[src/rtl/cpu_pkg.sv]
// Shared CPU pipeline definitions: stage-buffer states, reset PC and the
// per-stage payload layouts every stage packs and unpacks identically.
package cpu_pkg;

  typedef enum logic [1:0] {
    ST_EMPTY = 2'd0,
    ST_FULL  = 2'd1,
    ST_SKID  = 2'd2
  } stage_st_t;

  localparam logic [31:0] RESET_PC = 32'h0000_3000;

  localparam int unsigned STAGE_DATA_W = 160;

  // ID/EX payload field offsets (LSB positions inside the 160-bit bus)
  localparam int unsigned IDEX_INSTR_LSB = 0;
  localparam int unsigned IDEX_RS_LSB    = 32;
  localparam int unsigned IDEX_RT_LSB    = 64;
  localparam int unsigned IDEX_IMM_LSB   = 96;
  localparam int unsigned IDEX_CTRL_LSB  = 128;

  typedef struct packed {
    logic [31:0] ctrl;
    logic [31:0] imm;
    logic [31:0] rt;
    logic [31:0] rs;
    logic [31:0] instr;
  } idex_t;

endpackage

[src/rtl/pipe_entry.sv]
// One pipeline slot: PC + payload register with load enable and async clear.
module pipe_entry #(
  parameter int unsigned  W       = 192,
  parameter logic [W-1:0] CLR_VAL = '0
) (
  input  logic         clk,
  input  logic         reset,
  input  logic         load,
  input  logic [W-1:0] d,
  output logic [W-1:0] q
);

  always_ff @(posedge clk or negedge reset) begin
    if (!reset) begin
      q <= CLR_VAL;
    end else if (load) begin
      q <= d;
    end
  end

endmodule

[src/rtl/pipe_stage_buf.sv]
// Inter-stage pipeline register with valid/ready handshake, optional skid
// entry, flush-to-bubble (keeping the incoming PC) and a flush-drop counter.
module pipe_stage_buf
  import cpu_pkg::stage_st_t, cpu_pkg::ST_EMPTY, cpu_pkg::ST_FULL, cpu_pkg::ST_SKID;
#(
  parameter int unsigned     DATA_W   = 160,
  parameter int unsigned     PC_W     = 32,
  parameter logic [PC_W-1:0] RESET_PC = PC_W'(cpu_pkg::RESET_PC),
  parameter bit              SKID     = 1'b1,
  parameter int unsigned     CNT_W    = 8
) (
  input  logic              clk,
  input  logic              reset,
  input  logic              flush,
  input  logic              in_valid,
  output logic              in_ready,
  input  logic [PC_W-1:0]   in_pc,
  input  logic [DATA_W-1:0] in_data,
  output logic              out_valid,
  input  logic              out_ready,
  output logic [PC_W-1:0]   out_pc,
  output logic [DATA_W-1:0] out_data,
  output logic [CNT_W-1:0]  drop_cnt
);

  localparam int unsigned       ENT_W   = PC_W + DATA_W;
  localparam logic [CNT_W:0]    CNT_MAX = {1'b0, {CNT_W{1'b1}}};

  stage_st_t        state;
  logic             inReadyQ;
  logic             acc;
  logic             fire;
  logic             mainLd;
  logic [ENT_W-1:0] mainD;
  logic [ENT_W-1:0] mainQ;
  logic [ENT_W-1:0] skidQ;
  logic [1:0]       liveCnt;
  logic [CNT_W:0]   dropSum;
  logic [CNT_W-1:0] dropNext;

  assign acc      = in_valid & in_ready;
  assign fire     = out_valid & out_ready;
  assign out_pc   = mainQ[ENT_W-1:DATA_W];
  assign out_data = mainQ[DATA_W-1:0];
  assign in_ready = SKID ? inReadyQ : (~out_valid | out_ready);

  // Main slot data source: new input, bubble with held/incoming PC, or skid promotion
  always_comb begin
    mainLd = 1'b0;
    mainD  = {in_pc, in_data};
    if (flush) begin
      mainLd = 1'b1;
      mainD  = {in_pc, {DATA_W{1'b0}}};
    end else begin
      case (state)
        ST_EMPTY: mainLd = acc;
        ST_FULL: begin
          if (fire) begin
            mainLd = 1'b1;
            if (!acc) mainD = {out_pc, {DATA_W{1'b0}}};
          end
        end
        ST_SKID: begin
          if (fire) begin
            mainLd = 1'b1;
            mainD  = skidQ;
          end
        end
        default: mainLd = 1'b0;
      endcase
    end
  end

  pipe_entry #(
    .W      (ENT_W),
    .CLR_VAL({RESET_PC, {DATA_W{1'b0}}})
  ) uMain (
    .clk  (clk),
    .reset(reset),
    .load (mainLd),
    .d    (mainD),
    .q    (mainQ)
  );

  generate
    if (SKID) begin : gSkid
      logic skidLd;
      assign skidLd = ~flush & (state == ST_FULL) & ~fire & acc;
      pipe_entry #(
        .W      (ENT_W),
        .CLR_VAL('0)
      ) uSkid (
        .clk  (clk),
        .reset(reset),
        .load (skidLd),
        .d    ({in_pc, in_data}),
        .q    (skidQ)
      );
    end else begin : gNoSkid
      assign skidQ = '0;
    end
  endgenerate

  // Live entries thrown away by a flush, added with saturation
  always_comb begin
    liveCnt = 2'd0;
    if (state == ST_FULL) liveCnt = 2'd1;
    if (state == ST_SKID) liveCnt = 2'd2;
    dropSum  = {1'b0, drop_cnt} + (CNT_W+1)'(liveCnt);
    dropNext = (dropSum > CNT_MAX) ? '1 : dropSum[CNT_W-1:0];
  end

  always_ff @(posedge clk or negedge reset) begin
    if (!reset) begin
      state     <= ST_EMPTY;
      out_valid <= 1'b0;
      inReadyQ  <= 1'b1;
      drop_cnt  <= '0;
    end else if (flush) begin
      state     <= ST_EMPTY;
      out_valid <= 1'b0;
      inReadyQ  <= 1'b1;
      drop_cnt  <= dropNext;
    end else begin
      case (state)
        ST_EMPTY: begin
          if (acc) begin
            state     <= ST_FULL;
            out_valid <= 1'b1;
          end
        end
        ST_FULL: begin
          if (fire && !acc) begin
            state     <= ST_EMPTY;
            out_valid <= 1'b0;
          end else if (!fire && acc) begin
            state    <= ST_SKID;
            inReadyQ <= 1'b0;
          end
        end
        ST_SKID: begin
          if (fire) begin
            state    <= ST_FULL;
            inReadyQ <= 1'b1;
          end
        end
        default: begin
          state     <= ST_EMPTY;
          out_valid <= 1'b0;
          inReadyQ  <= 1'b1;
        end
      endcase
    end
  end

endmodule

[config.mk]
export PLATFORM = sky130hd
export DESIGN_NAME = pipe_stage_buf
export DESIGN_NICKNAME = d
export VERILOG_FILES = /design/src/rtl/cpu_pkg.sv /design/src/rtl/pipe_entry.sv /design/src/rtl/pipe_stage_buf.sv
export SDC_FILE = /design/constraint.sdc
export NUM_CORES = 1
export LEC_CHECK = 0
export BUFFER_PORTS_ARGS = -buffer_cell sky130_fd_sc_hd__buf_2
export CORE_ASPECT_RATIO = 1.75
export CORE_MARGIN = 2
export CORE_UTILIZATION = 40
export DETAILED_ROUTE_END_ITERATION = 16
export GPL_TIMING_DRIVEN = 0
export HOLD_SLACK_MARGIN = 0.1
export PLACE_DENSITY_LB_ADDON = 0.3
export SYNTH_ARGS = -nofsm -noshare
export SYNTH_HDL_FRONTEND = slang
export SYNTH_SLANG_ARGS = --single-unit
[constraint.sdc]
create_clock -name clk -period 2.7 [get_ports clk]
set_input_delay 0.54 -clock clk [delete_from_list [all_inputs] [get_ports clk]]
set_output_delay 0.54 -clock clk [all_outputs]
set_load 0.1 [all_outputs]
# == After elaboration in Yosys (flattened, before gate mapping) ==
# Index checks and enable logic that the tools add are counted.
# totals
reg_bits,396
inputBits,197
out_inout_bits,202
elab_cells,63
# op_classes
n_addsub,1
magnitude_cmp,1
n_eq_ne,11
n_mux,26
bitwise_logic,7
n_reduce_logical,10
# ops
operator,count
$mux W192,4
$pmux W192 S2,1
$mux W2,6
$mux W1,10
$add A8 B2 Y9,1
$gt A9 B8 Y1 const B,1
$ne A3 B3 Y1 const B,3
$mux W8,1
$ne A3 B2 Y1 const B,2
$pmux W1 S3,2
$pmux W2 S3,1
$reduce_and A3 Y1,2
$and A1 B1 Y1,5
$ne A2 B2 Y1 const B,2
$ne A4 B2 Y1 const B,1
$ne A4 B4 Y1 const B,1
$reduce_and A4 Y1,1
$eq A2 B1 Y1 const B,1
$eq A2 B2 Y1 const B,1
$logic_and A1 B1 Y1,2
$logic_not A1 Y1,2
$logic_not A2 Y1,1
$not A1 Y1,2
$pmux W1 S2,1
other kinds (2),2

# == Depth between registers and ports, before layout ==
# logic_depth
word_depth,7
depth_mapped,10
depth_no_buf,9

# == Hierarchy ==
# A second synthesis with hierarchy kept.
# unflattened
hier_cells,1222
area_unflattened_um2,17824.6
# modules_own_cells
mod,n_inst,cells_per_inst,area_each_um2,seq_area_each_um2
pipe_entry (uMain),1,405,7199.4,4807.1
pipe_entry (gSkid.uSkid),1,405,7196.9,4804.6
pipe_stage_buf,1,412,3428.3,301.5

# == Worst setup path before layout ==
# OpenSTA, ideal clock, no wires.
# synth_timing
path_kind,reg2reg
startpoint,reg out_valid
endpoint,reg state[0]
setup_time_ns,0.104
t_arrival_ns,2.271
slack_ns,0.326
path_stages_with_launch,7
synth_period_minus_slack_ns,2.374
path_cell_list,dfrtp_1 nand2_1 inv_1 ha_1 a222oi_1 nor2_1 a221oi_1
# synth_between
elab_chain_cells,5
elab_cells_between_ends,10
classes_between,2 x eq/ne; 3 x mux; 1 x bitwise; 4 x reduce/logical
# synth_rtl
item,line,source
"start, declared",pipe_stage_buf.sv:19,"output logic out_valid,"
"start signal, assigned",pipe_stage_buf.sv:116,out_valid <= 1'b0;
"start signal, assigned",pipe_stage_buf.sv:121,out_valid <= 1'b0;
"start signal, assigned",pipe_stage_buf.sv:129,out_valid <= 1'b1;
$and A1 B1 Y1 (*),pipe_stage_buf.sv:42,assign fire = out_valid & out_ready;
$logic_and A1 B1 Y1 or $logic_not A1 Y1 (tied branches),"pipe_stage_buf.sv:133, pipe_stage_buf.sv:136",
$mux W2 or $logic_and A1 B1 Y1 (tied branches),"pipe_stage_buf.sv:133, pipe_stage_buf.sv:136",
$pmux W2 S3 or $ne A4 B2 Y1 (tied branches),--,
$mux W2 or $reduce_and A3 Y1 (tied branches),--,
"end signal, assigned",pipe_stage_buf.sv:120,state <= ST_EMPTY;
"end signal, assigned",pipe_stage_buf.sv:128,state <= ST_FULL;
"end signal, assigned",pipe_stage_buf.sv:134,state <= ST_EMPTY;
"end, declared",pipe_stage_buf.sv:29,stage_st_t state;
# Every way passes the cells marked *; elsewhere a longest branch is shown, timed or not.
# A chain may end at the register's enable or synchronous reset.

# == Worst setup path after layout ==
# layout_timing
startpoint,reg state[1]
endpoint,reg uMain.q[31]
# layout_between
elab_chain_cells,4
elab_cells_between_ends,8
classes_between,2 x eq/ne; 4 x mux; 2 x reduce/logical
# layout_rtl
item,line,source
"start signal, assigned",pipe_stage_buf.sv:115,state <= ST_EMPTY;
"start signal, assigned",pipe_stage_buf.sv:120,
"start signal, assigned",pipe_stage_buf.sv:128,
$eq A2 B1 Y1 or $eq A2 B2 Y1 (tied branches),pipe_stage_buf.sv:55,case (state)
$reduce_or A2 Y1 (no source line),--,
$pmux W1 S2,pipe_stage_buf.sv:55,
$mux W1,pipe_stage_buf.sv:51,if (flush) begin
"end signal, assigned",pipe_entry.sv:15,q <= CLR_VAL;
"end signal, assigned",pipe_entry.sv:17,q <= d;
"end, declared",pipe_entry.sv:10,output logic [W-1:0] q
# Parallel ways exist; a longest one is shown, timed or not.

==> run summary <==
Setup total negative slack on the finished layout was measured at 0 ns. Summed over all nets, the half-perimeter wirelength after detailed placement is approximately 33000 um. The total wire length after detailed routing is 44720 um. In the layout the commonest cells are buf_2, dfrtp_1, mux2_2. The footprint of the multi-input gates came out at between 5000 and 6000 sq um. The final core utilization came out at 0.5059. The port buffer count came out at 397.

The DRC violations left is 0. The commonest non-fill, non-tap cell in the layout is buf_2. In this run the worst path has a maximum fanout of 10.

The area share of and/or/nand/nor cells after synthesis came out at 0.01944. The post-synthesis sequential area ratio came out at 0.6112. Dividing the detail-routed wire length by the instance count gives 20.80 um. The compound-cell area share of the yosys netlist came out at 0.1942.

The die span in y came out at 270.4 um. The number of instances in the synthesized netlist is between 1000 and 1500. The worst setup path is captured at a flip-flop. The total via count in the routed design is about 12000. The total of warnings raised by yosys came out at 0. Measured along the x axis, the die boundary spans 156.2 um. The number of flip-flops and latches in the synthesized netlist is between 300 and 400. The fraction of layout cells with a size suffix above 1 is 0.4357. The later pin in the worst-skew pair is clocked with a latency of between 0.5 and 0.6 ns.

After floorplanning, the core was sized to cover 40050 sq um. The clock group share of total power came out at 0.191. The mux cell area share after synthesis is 0.1347. Counting along the longest clock path gives a buffer depth of 3.

The peak ir drop on the vdd network is 0.9649 mV. The setup check on the worst reg-to-reg path leaves a slack of 0.20 ns. At the pin with the least slew margin, the transition time is 0.6773 ns.

The combinational group share of total power is 0.470. The routed via count divided by cell count is 5.482. Of the total power, the share spent switching nets is 0.4847. The arrival time of the worst setup path is ~3.0 ns.

The leakage power summed over all cells is around 11 nW. The number of rows in the core area came out at 97. Routability-driven placement finished with a final weighted congestion of between 0.7 and 0.8.

The end of the critical path is uMain.q[31]. Clock-pin slew was measured on the worst setup and hold paths at ~0.060 ns. The number of nets in the synthesized netlist is around 1400. The fraction of the mapped netlist area in adder cells came out at 0.007715. The remaining max-slew budget at the tightest pin came out at 0.5485. Timing would allow up to around 400 MHz. Counting the fill cells in the layout gives 3541. The run finished with clean final reports. The max capacitance violation total came out at 0. The first-pass GRT wire length is between 60000 and 70000 um. The number of clock buffers added by TritonCTS is 39. The count of pins over their slew limit was 0.

The average size of a mapped cell is around 14 sq um. The worst setup slack after layout is ~0.20 ns. The top flip-flop cell by instance count after synthesis is dfrtp_1. The share of total power in sequential cells came out at 0.340. The area of the die came out at roughly 42000 sq um. The endpoint of the lowest-slack register-to-register path is uMain.q[31]. The cell sitting at the root of the clock tree is a clkbuf_16. The via count of the first global-routing pass is ~13000. The number of antenna violations at the first check in global routing is 12. The sum of overflow across all layers after global routing came out at 0.

The deepest level of the CTS H-tree came out at 2. The worst hold path belongs to the class in2reg. The final-report setup violation count came out at 0. The starting DRC count in detailed routing came out at about 480. The number of cells on the worst reg-to-reg path is 9. The cell internal power dissipation came out at around 15 mW. In this run the power density over the cells is roughly 1400 nW/um^2. Setup repair after global routing left no endpoint under its margin.

Between clock sinks in the finished design, the worst skew comes to 0.007385 ns. The number of enable flip-flop cells after synthesis is 0. For this run, the total global-route usage over all layers was measured as 0.2085. The clock period minus worst slack came out at 2.501 ns. The number of search-and-repair iterations in the first detailed-routing pass came out at 4.

After synthesis, the share of flip-flops with an asynchronous set or reset is 1.000. In this run, distinct cell masters in the synthesized netlist total 37. STA puts the critical path data required time at around 3.2 ns.

Clock tree synthesis found a total of around 400 sinks. Of the total synthesized cell area, the portion taken by XOR and XNOR cells is 0.002160. The final worst-path cycle share is 0.9265. Across the whole layout, storage elements account for 9913 sq um.

The initial utilization of the core area, before any placement, comes to 0.4049. TritonCTS built the clock tree. STA classifies the critical path startpoint as a flip-flop. The area growth from synthesis to layout is 24.94%. Timing analysis after detailed placement gives a worst setup slack of -0.2409 ns. The final hold violation count came to 0. The remaining number of nets flagged by the antenna check after routing came out at 0.

By area, the combinational part of the netlist is dominated by compound AO/OA/AOI/OAI gates. In this run the critical register-to-register path is launched from state[1]. The launching element of the worst setup path is state[1]. Entering global routing, the biggest net connects 116 pins. The total number of nets in the final design came out at around 1800. The worst setup path category is reg2reg. The switching power total is ~14 mW.

The top-level I/O count came out at approximately 400. The post-synthesis cell area came out at around 16000 sq um.
worst min-delay path by stage:
stage                             from  slack (ns)                 end  cells after the start
detailed placement               reset        0.49        uMain.q[131]                      1
finish                     in_data[19]        0.21         uMain.q[19]                      2
CTS                       in_data[140]        0.18        uMain.q[140]                      2
global placement    gSkid.uSkid.q[177]        0.49  gSkid.uSkid.q[177]                      1
floorplan                        reset        0.24         drop_cnt[0]                      0
global route               in_data[83]        0.20         uMain.q[83]                      2
repair_timing:
action                                  CTS  global route
hold endpoints to repair                 51             0
gates resized for setup                   4             2
setup buffers                             0             1
endpoints found under the setup margin  104           200
hold buffers                              1             0
pin swaps                                 0             1
cloned                                    0             0
synthesized netlist by cell type (all sizes together), types with 2 or more instances:
cell	count	area [sq um]
dfstp	3	78.83
dfrtp	393	9834
nand2	13	48.80
nor2	34	127.6
a21o	162	1216
nor2b	3	18.77
buf	65	366.6
xnor2	2	17.52
nor3	3	20.02
a22o	160	1401
o21ai	3	15.01
nand3	5	25.02
nand4	3	18.77
mux2	194	2185
nand4b	2	17.52
clkbuf	25	95.09
o22a	2	17.52
a21oi	40	200.2
xor2	2	17.52
ha	10	125.1
inv	9	33.78
a22oi	32	240.2
or3	2	12.51
area by class of cell:
type | instances | area share
clock buffer | 59 | 0.05588
timing repair buffer | 402 | 0.1041
sequential | 396 | 0.4892
inverter | 9 | 0.001667
multi-input combinational | 682 | 0.2874
tap | 495 | 0.03056
antenna | 7 | 0.0008645
buffer | 90 | 0.02316
clock inverter | 10 | 0.007163
metal layers:
metal / GRT usage / share of wire / vias up
met2: 0.3847 / 0.53 / 386
met4: 0.1031 / 0.050 / 10
met1: 0.2185 / 0.36 / 6019
met3: 0.04878 / 0.058 / 120
met5: 0 / 0.0016 / -
li1: - / - / 5251
state kept, by name, indices dropped and copies added, names as in the netlist:
| register | flops |
|---|---|
| gSkid.uSkid.q | 192 |
| uMain.q | 192 |
| drop_cnt | 8 |
| state | 2 |
| in_ready | 1 |
| out_valid | 1 |
logic make-up after synthesis:
kind of cell	count (synthesis)
AO/OA/AOI/OAI	406
flip-flops	396
multiplexers	194
buffers and inverters	99
AND/OR/NAND/NOR	68
adder cells (fa/ha/maj)	10
XOR/XNOR	4
power groups by stage:
stage / sequential, mW / combinational, mW / clock (mW)
floorplan: 16.9 / 3.66 / 0
global placement: 9.73 / 13.4 / 0
detailed placement: 9.89 / 13.6 / 0
CTS: 9.78 / 13.6 / 5.65
global route: 10.1 / 14.1 / 5.88
finish: 9.78 / 13.5 / 5.48
metrics by stage:
step	hold WS (ns)	cells	total power, mW	cell area [sq um]
detailed placement	0.4943	2072	23.45	18920
CTS	0.1826	2142	29.03	20220
finish	0.2107	2150	28.76	20260
global route	0.1967	2149	30.02	20260
global placement	0.4890	2069	23.10	18820
floorplan	0.2444	1177	20.54	16220
worst max-delay path, stage by stage (launching register included):
cell	delay, ns
dfrtp_1	0.42
inv_1	0.10
ha_1	0.35
nand4b_1	0.21
nand2_1	0.15
nor2_4	0.30
clkbuf_4	0.33
buf_2	0.29
a22o_1	0.20
a21o_1	0.08
Power figures use the tool's default switching activity.
